### src/rtl/meas_result_averager_pkg.sv
// Shared definitions for the measurement result path: state encoding and width helpers.
package meas_pkg;

  localparam int unsigned COUNT_W_DEF = 16;

  typedef logic [1:0] state_t;

  localparam state_t StIdle  = 2'd0;
  localparam state_t StAccum = 2'd1;
  localparam state_t StHold  = 2'd2;

  function automatic int unsigned signed_w(input int unsigned count_w);
    return count_w + 1;
  endfunction

  // Wide enough that summing 2**avg_log2 signed samples can never overflow.
  function automatic int unsigned acc_w(input int unsigned count_w, input int unsigned avg_log2);
    return count_w + 1 + avg_log2;
  endfunction

endpackage

### src/rtl/meas_result_averager_if.sv
// Sample-in / result-out bundle of the averager. Optional min/max signals exist only with
// MEAS_MINMAX_EN defined.
interface meas_result_averager_if
  import meas_pkg::*;
#(
  parameter int unsigned COUNT_W  = COUNT_W_DEF,
  parameter int unsigned AVG_LOG2 = 2
);
  logic                      sample_valid_i;
  logic [COUNT_W-1:0]        sample_count_i;
  logic                      sample_sign_i;
  logic                      clear_i;
  logic                      result_ready_i;
  logic                      result_valid_o;
  logic signed [COUNT_W:0]   result_data_o;
  logic                      overrange_o;
  logic                      overrun_o;
  logic [AVG_LOG2:0]         sample_cnt_o;
`ifdef MEAS_MINMAX_EN
  logic signed [COUNT_W:0]   result_min_o;
  logic signed [COUNT_W:0]   result_max_o;
`endif

  modport master (
    output sample_valid_i, sample_count_i, sample_sign_i, clear_i, result_ready_i,
    input  result_valid_o, result_data_o, overrange_o, overrun_o, sample_cnt_o
`ifdef MEAS_MINMAX_EN
    , input result_min_o, result_max_o
`endif
  );

  modport slave (
    input  sample_valid_i, sample_count_i, sample_sign_i, clear_i, result_ready_i,
    output result_valid_o, result_data_o, overrange_o, overrun_o, sample_cnt_o
`ifdef MEAS_MINMAX_EN
    , output result_min_o, result_max_o
`endif
  );

endinterface

### src/rtl/meas_result_averager_minmax.sv
// Tracks the smallest and largest signed sample of a window and registers them on window close.
module meas_minmax_tracker #(
  parameter int unsigned WIDTH = 17
) (
  input  logic                    clk_i,
  input  logic                    rst_n_i,
  input  logic                    clear_i,
  input  logic                    first_i,
  input  logic                    add_i,
  input  logic                    commit_i,
  input  logic signed [WIDTH-1:0] sample_i,
  output logic signed [WIDTH-1:0] result_min_o,
  output logic signed [WIDTH-1:0] result_max_o
);

  logic signed [WIDTH-1:0] run_min_q, run_max_q, res_min_q, res_max_q;
  logic signed [WIDTH-1:0] new_min, new_max;

  always_comb begin
    new_min = (first_i || (sample_i < run_min_q)) ? sample_i : run_min_q;
    new_max = (first_i || (sample_i > run_max_q)) ? sample_i : run_max_q;
  end

  always_ff @(posedge clk_i or negedge rst_n_i) begin
    if (!rst_n_i) begin
      run_min_q <= '0;
      run_max_q <= '0;
      res_min_q <= '0;
      res_max_q <= '0;
    end else if (clear_i) begin
      run_min_q <= '0;
      run_max_q <= '0;
      res_min_q <= '0;
      res_max_q <= '0;
    end else if (first_i || add_i) begin
      run_min_q <= new_min;
      run_max_q <= new_max;
      if (commit_i) begin
        res_min_q <= new_min;
        res_max_q <= new_max;
      end
    end
  end

  assign result_min_o = res_min_q;
  assign result_max_o = res_max_q;

endmodule

### src/rtl/meas_result_averager.sv
// Averages 2**AVG_LOG2 signed conversions and holds the result behind valid/ready.
// Optional feature macro: MEAS_MINMAX_EN adds per-window min/max outputs.
module meas_result_averager
  import meas_pkg::*;
#(
  parameter int unsigned        COUNT_W   = COUNT_W_DEF,
  parameter int unsigned        AVG_LOG2  = 2,
  parameter logic [COUNT_W-1:0] OVR_LIMIT = COUNT_W'(16'hFFF0)
) (
  input  logic                  clk_i,
  input  logic                  rst_n_i,
  meas_result_averager_if.slave bus
);

  localparam int unsigned       SignedW = signed_w(COUNT_W);
  localparam int unsigned       AccW    = acc_w(COUNT_W, AVG_LOG2);
  localparam logic [AVG_LOG2:0] LastCnt = (AVG_LOG2 + 1)'((1 << AVG_LOG2) - 1);

  state_t                    state_q, state_d;
  logic signed [AccW-1:0]    acc_q, acc_d;
  logic [AVG_LOG2:0]         cnt_q, cnt_d;
  logic                      win_ovr_q, win_ovr_d;
  logic signed [SignedW-1:0] result_q, result_d;
  logic                      ovr_q, ovr_d;
  logic                      valid_q, valid_d;
  logic                      overrun_q, overrun_d;

  logic signed [SignedW-1:0] smp;
  logic signed [AccW-1:0]    smp_ext, win_sum, avg_full;
  logic                      smp_ovr, win_ovr_n;
  logic                      first, add, last;

  // Negating zero yields zero, so -0 never appears.
  assign smp     = bus.sample_sign_i ? -$signed({1'b0, bus.sample_count_i})
                                     :  $signed({1'b0, bus.sample_count_i});
  assign smp_ext = AccW'(smp);
  assign smp_ovr = (bus.sample_count_i >= OVR_LIMIT);

  assign win_sum   = first ? smp_ext : (acc_q + smp_ext);
  assign win_ovr_n = first ? smp_ovr : (win_ovr_q | smp_ovr);
  assign last      = first ? (AVG_LOG2 == 0) : (cnt_q == LastCnt);
  assign avg_full  = win_sum >>> AVG_LOG2;

  always_comb begin
    state_d   = state_q;
    acc_d     = acc_q;
    cnt_d     = cnt_q;
    win_ovr_d = win_ovr_q;
    result_d  = result_q;
    ovr_d     = ovr_q;
    valid_d   = valid_q;
    overrun_d = overrun_q;
    first     = 1'b0;
    add       = 1'b0;

    if (bus.clear_i) begin
      state_d   = StIdle;
      acc_d     = '0;
      cnt_d     = '0;
      win_ovr_d = 1'b0;
      result_d  = '0;
      ovr_d     = 1'b0;
      valid_d   = 1'b0;
      overrun_d = 1'b0;
    end else begin
      unique case (state_q)
        StIdle:  first = bus.sample_valid_i;
        StAccum: add   = bus.sample_valid_i;
        StHold: begin
          if (bus.result_ready_i) begin
            valid_d = 1'b0;
            state_d = StIdle;
            first   = bus.sample_valid_i;
          end else if (bus.sample_valid_i) begin
            overrun_d = 1'b1;
          end
        end
        default: state_d = StIdle;
      endcase

      if (first || add) begin
        if (last) begin
          result_d  = SignedW'(avg_full);
          ovr_d     = win_ovr_n;
          valid_d   = 1'b1;
          state_d   = StHold;
          acc_d     = '0;
          cnt_d     = '0;
          win_ovr_d = 1'b0;
        end else begin
          acc_d     = win_sum;
          cnt_d     = first ? (AVG_LOG2 + 1)'(1) : cnt_q + 1'b1;
          win_ovr_d = win_ovr_n;
          state_d   = StAccum;
        end
      end
    end
  end

  always_ff @(posedge clk_i or negedge rst_n_i) begin
    if (!rst_n_i) begin
      state_q   <= StIdle;
      acc_q     <= '0;
      cnt_q     <= '0;
      win_ovr_q <= 1'b0;
      result_q  <= '0;
      ovr_q     <= 1'b0;
      valid_q   <= 1'b0;
      overrun_q <= 1'b0;
    end else begin
      state_q   <= state_d;
      acc_q     <= acc_d;
      cnt_q     <= cnt_d;
      win_ovr_q <= win_ovr_d;
      result_q  <= result_d;
      ovr_q     <= ovr_d;
      valid_q   <= valid_d;
      overrun_q <= overrun_d;
    end
  end

  assign bus.result_valid_o = valid_q;
  assign bus.result_data_o  = result_q;
  assign bus.overrange_o    = ovr_q;
  assign bus.overrun_o      = overrun_q;
  assign bus.sample_cnt_o   = cnt_q;

`ifdef MEAS_MINMAX_EN
  meas_minmax_tracker #(
    .WIDTH (SignedW)
  ) u_minmax (
    .clk_i        (clk_i),
    .rst_n_i      (rst_n_i),
    .clear_i      (bus.clear_i),
    .first_i      (first),
    .add_i        (add),
    .commit_i     (last),
    .sample_i     (smp),
    .result_min_o (bus.result_min_o),
    .result_max_o (bus.result_max_o)
  );
`endif

endmodule
### src/flat_wrapper.sv
// flat-port wrapper written by rule: the top's interface ports become plain ports
module meas_result_averager_flat import meas_pkg::*;
#(
  parameter int unsigned        COUNT_W   = COUNT_W_DEF,
  parameter int unsigned        AVG_LOG2  = 2,
  parameter logic [COUNT_W-1:0] OVR_LIMIT = COUNT_W'(16'hFFF0)
)
  (clk_i, rst_n_i, bus_sample_valid_i, bus_sample_count_i, bus_sample_sign_i, bus_clear_i, bus_result_ready_i, bus_result_valid_o, bus_result_data_o, bus_overrange_o, bus_overrun_o, bus_sample_cnt_o);
  meas_result_averager_if #(.COUNT_W(COUNT_W), .AVG_LOG2(AVG_LOG2)) bus_i ();
  input  logic clk_i;
  input  logic rst_n_i;
  input wire logic [$bits(bus_i.sample_valid_i)-1:0] bus_sample_valid_i;
  input wire logic [$bits(bus_i.sample_count_i)-1:0] bus_sample_count_i;
  input wire logic [$bits(bus_i.sample_sign_i)-1:0] bus_sample_sign_i;
  input wire logic [$bits(bus_i.clear_i)-1:0] bus_clear_i;
  input wire logic [$bits(bus_i.result_ready_i)-1:0] bus_result_ready_i;
  output wire logic [$bits(bus_i.result_valid_o)-1:0] bus_result_valid_o;
  output wire logic [$bits(bus_i.result_data_o)-1:0] bus_result_data_o;
  output wire logic [$bits(bus_i.overrange_o)-1:0] bus_overrange_o;
  output wire logic [$bits(bus_i.overrun_o)-1:0] bus_overrun_o;
  output wire logic [$bits(bus_i.sample_cnt_o)-1:0] bus_sample_cnt_o;
  assign bus_i.sample_valid_i = bus_sample_valid_i;
  assign bus_i.sample_count_i = bus_sample_count_i;
  assign bus_i.sample_sign_i = bus_sample_sign_i;
  assign bus_i.clear_i = bus_clear_i;
  assign bus_i.result_ready_i = bus_result_ready_i;
  assign bus_result_valid_o = bus_i.result_valid_o;
  assign bus_result_data_o = bus_i.result_data_o;
  assign bus_overrange_o = bus_i.overrange_o;
  assign bus_overrun_o = bus_i.overrun_o;
  assign bus_sample_cnt_o = bus_i.sample_cnt_o;
  meas_result_averager #(.COUNT_W(COUNT_W), .AVG_LOG2(AVG_LOG2), .OVR_LIMIT(OVR_LIMIT)) u_core (.clk_i(clk_i), .rst_n_i(rst_n_i), .bus(bus_i));
endmodule
### config.mk
export PLATFORM = sky130hd
export DESIGN_NAME = meas_result_averager_flat
export DESIGN_NICKNAME = d
export VERILOG_FILES = /design/src/rtl/meas_result_averager_pkg.sv /design/src/rtl/meas_result_averager_if.sv /design/src/rtl/meas_result_averager_minmax.sv /design/src/rtl/meas_result_averager.sv /design/src/flat_wrapper.sv
export SDC_FILE = /design/constraint.sdc
export NUM_CORES = 1
export LEC_CHECK = 0
export ABC_CLOCK_PERIOD_IN_PS = 3200
export CORE_MARGIN = 2
export CORE_UTILIZATION = 55
export CTS_CLUSTER_SIZE = 16
export DETAILED_ROUTE_END_ITERATION = 10
export HOLD_SLACK_MARGIN = 0.1
export PLACE_DENSITY = 0.82
export SETUP_SLACK_MARGIN = 0.02
export SYNTH_ARGS = -nofsm -noshare
export SYNTH_HDL_FRONTEND = slang
export SYNTH_SLANG_ARGS = --single-unit
### constraint.sdc
create_clock -name clk_i -period 3.2 [get_ports clk_i]
set_clock_uncertainty 0.2 [all_clocks]
set_input_delay 0.64 -clock clk_i [delete_from_list [all_inputs] [get_ports clk_i]]
set_output_delay 0.64 -clock clk_i [all_outputs]
set_load 0.01 [all_outputs]
==> Flow_metrics.wiki, run 1 <==
{| class="wikitable"
! Metric !! Value
|-
| Detailed Place HPWL || 6994 um
|-
| Worst setup endpoint after the global-route repair_timing || u_core.acc_q[14]$_DFFE_PN0P_/D
|-
| Root Buffer Master || sky130_fd_sc_hd__clkbuf_8
|-
| CTS H-Tree Depth || 2
|-
| Stop stage || global routing
|-
| DIE HEIGHT || ~81 um
|-
| Floorplan row count || 27
|-
| Net count after synthesis || ~420
|-
| Port Buffers || 44
|-
| Seq/Total Area, Yosys || 34.95%
|-
| Worst endpoint kind after the last repair || sequential cell input
|-
| I/O pin count || between 40 and 50
|-
| Flop and latch count out of synthesis || 45
|-
| Cell count after synthesis || 372
|-
| Cell Count Post-Placement || 539
|-
| Count of clock tree sinks || 45
|-
| Cell area after placement || 4329 um^2
|-
| Outcome || did not finish
|-
| Horizontal extent of the die || between 80 and 90 um
|-
| Overflow left after global routing || 39
|-
| Count of synthesis-stage warnings from yosys || 0
|-
| Unique masters post-synth || 53
|-
| Starting density of the core || 57.80%
|-
| Largest net degree at the start of global routing || 46
|-
| Clock buffers created by TritonCTS || 5
|-
| Ys async rst share || 100.0%
|-
| Error text reported by the tool || [ERROR GRT-0232] Routing congestion too high. Check the congestion heatmap in the GUI.
|-
| Cell area after synthesis || 3222 um^2
|-
| GP Congestion || roughly 0.94
|-
| Avg Cell Area, Syn || 8.661 um^2
|-
| Most used DFF post-synth || sky130_fd_sc_hd__dfrtp_1
|-
| All-Layer GR Usage || about three quarters
|-
| Number of enable flip-flop cells after synthesis || 0
|-
| Clock tree buffer depth || 2
|}
## cells in the mapped netlist (all sizes together), types with 3 or more instances
| master | number | area share [%] |
|---|---|---|
| or4 | 8 | 1.9 |
| a21oi | 34 | 5.3 |
| o21ai | 30 | 4.7 |
| nand4 | 6 | 1.2 |
| a21o | 10 | 2.3 |
| clkbuf | 17 | 2.0 |
| a211oi | 8 | 1.9 |
| ha | 21 | 8.2 |
| inv | 9 | 1.0 |
| dfrtp | 45 | 35 |
| nor2b | 3 | 0.58 |
| nor2 | 25 | 2.9 |
| a21boi | 4 | 0.93 |
| nand4b | 5 | 1.4 |
| mux2i | 4 | 1.2 |
| nand2 | 49 | 5.7 |
| nand3b | 5 | 1.2 |
| a22o | 3 | 0.82 |
| o31ai | 5 | 1.6 |
| xnor2 | 23 | 6.3 |
| nand3 | 8 | 1.2 |
| xor2 | 8 | 2.2 |
| a22oi | 7 | 1.6 |
| nor3 | 3 | 0.47 |
## metal layers
layer / GRT usage, % / overflow
met5: 13.64 / 0
met2: 93.67 / 18
met4: 80.51 / 21
met1: 75.50 / 0
met3: 61.35 / 0
## cell families after synthesis
family                     count (synthesis)  synth area share (%)
and+or+nand+nor                          126                 19.92
AOI/OAI and AO/OA                        117                 23.38
DFF                                       45                 34.95
xor gates and xnor gates                  31                 8.427
buffers and inverters                     27                 3.301
adders and majority gates                 22                 8.777
muxes                                      4                 1.243
## stage by stage
step                      setup slack, ns  util (%)  setup TNS (ns)
after floorplan                   -0.5486         -          -4.952
after detailed placement           -1.246     77.67          -27.32
after CTS                         -0.6409     88.33          -8.826
after global placement             -1.154     77.67          -24.61
## what timing repair did
action,4_1_cts
gates cloned,0
resized for setup,87
hold buffers,0
setup endpoints to repair,30
setup buffers,22
hold endpoints to repair,0
pin swaps,47
==> run 2: changes to the inputs <==
Settings changed: CORE_UTILIZATION 55 to 40, CTS_CLUSTER_SIZE 16 to unset, HOLD_SLACK_MARGIN 0.1 to unset, PLACE_DENSITY 0.82 to unset, PLACE_DENSITY_LB_ADDON set to 0.15, SETUP_SLACK_MARGIN 0.02 to unset.
==> run 2 against run 1 <==
Net effect:
- the flow now finishes, with violations (setup timing)
- synthesized cell count unchanged
- synthesized area unchanged
==> Flow_metrics.wiki, run 2 <==
{| class="wikitable"
! Metric !! Value
|-
| Largest net degree at the start of global routing || 46
|-
| Number of DRC markers in iteration 0 || 214
|-
| Post-layout total power || 2.441 mW
|-
| Area leader, netlist || sky130_fd_sc_hd__dfrtp_1
|-
| Number of hold violations in the final report || 0
|-
| I/O pin count || 45
|-
| GP Congestion || between 0.8 and 0.9
|-
| Most frequent cells in the layout || sky130_fd_sc_hd__buf_4 (95), sky130_fd_sc_hd__dfrtp_1 (45), sky130_fd_sc_hd__nand2_1 (42), sky130_fd_sc_hd__clkdlybuf4s50_1 (34)
|-
| Outcome || complete, but fails checks
|-
| Worst-case setup margin in the final layout || -0.5710 ns
|-
| Starting density of the core || 41.48%
|-
| Number of violations of the max-capacitance limit || 0
|-
| Crit path time final || 3.771 ns
|-
| Setup crit end kind || register
|-
| Achievable clock frequency || 265.2 MHz
|-
| Count of antenna diodes in the layout || 0
|-
| Count of clock tree sinks || 45
|-
| Most frequent standard cell in the layout excluding fill and tap cells || sky130_fd_sc_hd__buf_4
|-
| Tightest Hold Check Type || register to register
|-
| Avg Cell Area, Syn || 8.661 um^2
|-
| Final worst path period share || 117.8%
|-
| Startpoint class of the critical path || input pin
|-
| Unique masters post-synth || 53
|-
| Final core utilization || 67.86%
|-
| Worst EP required || 3.19 ns
|-
| Total power density per cell area || 463.0 nW/um^2
|-
| Overflow left after global routing || 0
|-
| Net count after synthesis || ~420
|-
| Pre-Repair DR Iteration Count || 4
|-
| Cell area after synthesis || 3222 um^2
|-
| CTS H-Tree Depth || 2
|-
| Area of the core || 7767 um^2
|-
| Flop and latch count out of synthesis || 45
|-
| Clock buffers created by TritonCTS || 5
|-
| Area share of the largest cell type after synthesis || 34.95%
|-
| Antenna violations before repair || 0
|-
| VDD IR max || 0.2300 mV
|-
| Violations in the final reports || setup timing
|-
| Most flop-heavy register || u_core.acc_q
|-
| Detailed Place HPWL || 6838 um
|-
| Worst EP arrival || 3.76 ns
|-
| Clock slew at reported path FFs || 0.10 ns
|-
| First-pass GRT wire length || about 16,000 um
|-
| Ratio of cells with drive above 1 in the final layout || 42.86%
|-
| Max FO, Critical Path || 3
|-
| Number of flip-flops in the largest register || 19
|-
| All-Layer GR Usage || 22.25%
|-
| Horizontal extent of the die || around 94 um
|-
| Actual slew at the worst max-slew pin || 1.068 ns
|-
| Most common cell in the netlist || sky130_fd_sc_hd__nand2_1
|-
| DIE HEIGHT || 93.75 um
|-
| Area Overhead vs Synth || 63.61%
|-
| Max-slew headroom || 28.79%
|-
| Die ar. || 8788 um^2
|-
| Most frequent cells after synthesis || sky130_fd_sc_hd__nand2_1 (49), sky130_fd_sc_hd__dfrtp_1 (45), sky130_fd_sc_hd__a21oi_1 (34), sky130_fd_sc_hd__o21ai_0 (30), sky130_fd_sc_hd__nor2_1 (25)
|-
| Number of fill cells || 601
|-
| Final layout net count || between 500 and 600
|-
| Static power due to leakage || 2.333 nW
|-
| Port Buffers || 44
|-
| Most used DFF post-synth || sky130_fd_sc_hd__dfrtp_1
|-
| Root Buffer Master || sky130_fd_sc_hd__clkbuf_8
|-
| Vias in the first global route || 3,258
|-
| DRC errors left || 0
|-
| Clock tree buffer depth || 2
|-
| Count of synthesis-stage warnings from yosys || 0
|-
| Ys async rst share || 100.0%
|-
| Most area-consuming cells after synthesis || sky130_fd_sc_hd__dfrtp_1 (35%), sky130_fd_sc_hd__ha_1 (8.2%), sky130_fd_sc_hd__xnor2_1 (6.3%)
|-
| Setup violations, final || 21
|-
| Floorplan row count || 32
|-
| Seq/Total Area, Yosys || 34.95%
|-
| Number of buffers added to fix hold violations after cts || 0
|-
| Wire length after detailed routing || slightly above 10,000 um
|-
| Insertion delay to the later sink of the worst-skew pair || around 0.30 ns
|-
| Routed wirelength normalized by instance count || about 16 um
|-
| Antenna violation net count after detailed routing || 0
|-
| Number of enable flip-flop cells after synthesis || 0
|-
| Unrepaired setup endpoints after global routing || yes
|-
| CTS tree || done
|-
| Total via count in the routed design || 3,379
|-
| Avg Vias per Cell || between 5 and 6
|-
| Cell count after synthesis || 372
|-
| Critical setup path kind || input pin to register
|-
| Max-slew violation count || 0
|}
-- run 2: final cells by class --
class                      instances  area (um^2)  area share (%)
multi-input combinational        300         2619           49.68
clock buffer                       6        82.58           1.567
inverter                           9        51.30          0.9732
sequential                        45         1126           21.36
timing repair buffer             149         1251           23.74
tap                              102        127.6           2.421
clock inverter                     2        13.76          0.2611
-- run 2: where the power goes --
| part | total (mW) | internal [mW] | switching (mW) |
|---|---|---|---|
| combinational | 1.39 | 0.702 | 0.686 |
| clock | 0.386 | 0.176 | 0.210 |
| sequential | 0.667 | 0.618 | 0.0493 |
-- run 2: per-layer routing --
layer / track usage (%) / vias up / wire length, um
met2: 38.04 / 101 / 5085
met4: 5.435 / 0 / 140
met5: 0 / - / 0
met3: 3.531 / 13 / 580
li1: - / 1639 / -
met1: 29.42 / 1626 / 4307
-- run 2: worst paths after layout --
| path | slack [ns] | startpoint | cells past startpoint | end |
|---|---|---|---|---|
| worst min-delay path | 0.30 | u_core.acc_q[3]$_DFFE_PN0P_ | 2 | u_core.acc_q[3]$_DFFE_PN0P_ |
| min in group asynchronous | 0.33 | rst_n_i | 1 | u_core.bus.overrange_o$_DFFE_PN0P_ |
| worst max register to register | 0.34 | u_core.acc_q[0]$_DFFE_PN0P_ | 9 | u_core.acc_q[16]$_DFFE_PN0P_ |
| worst min register to register | 0.30 | u_core.acc_q[3]$_DFFE_PN0P_ | 2 | u_core.acc_q[3]$_DFFE_PN0P_ |
| worst max-delay path | -0.57 | bus_sample_count_i[0] | 13 | u_core.acc_q[14]$_DFFE_PN0P_ |
| max in group asynchronous | 1.82 | rst_n_i | 1 | u_core.bus.result_data_o[8]$_DFFE_PN0P_ |
-- run 2: worst max-delay path, stage by stage --
cell                       delay (ns)
sky130_fd_sc_hd__buf_12          0.11
sky130_fd_sc_hd__buf_6           0.11
sky130_fd_sc_hd__or4_4           0.51
sky130_fd_sc_hd__or3_4           0.38
sky130_fd_sc_hd__o41ai_4         0.41
sky130_fd_sc_hd__xnor2_2         0.20
sky130_fd_sc_hd__ha_4            0.27
sky130_fd_sc_hd__a21o_1          0.20
sky130_fd_sc_hd__a211oi_2        0.23
sky130_fd_sc_hd__a21boi_2        0.23
sky130_fd_sc_hd__xnor2_1         0.10
sky130_fd_sc_hd__a222oi_1        0.29
sky130_fd_sc_hd__inv_1           0.07
-- run 2: kinds of logic after synthesis --
group / after synthesis / share of synthesized area (%)
fa+ha+maj: 22 / 8.777
buf+inv: 27 / 3.301
compound gates: 117 / 23.38
flops: 45 / 34.95
simple gates: 126 / 19.92
mux: 4 / 1.243
xor+xnor: 31 / 8.427
-- run 2: per-stage QoR --
step           setup WS [ns]  hold slack [ns]  TNS (ns)  area, um^2  cells
2_1_floorplan        -0.5486           0.1444    -4.979        3368    372
3_3_place_gp          -1.170           0.2586    -27.01        4439    579
3_5_place_dp          -1.245           0.2645    -28.29        4439    579
4_1_cts              -0.6565           0.3077    -8.834        4845    603
5_1_grt              -0.7175           0.3332    -8.498        5271    613
6_report             -0.5710           0.2969    -6.683        5271    613
-- run 2: timing repair --
item,4_1_cts,5_1_grt
pin swaps,50,68
setup buffers,16,12
setup endpoints to repair,28,28
gates resized for setup,59,87
(Power assumes the default switching activity.)
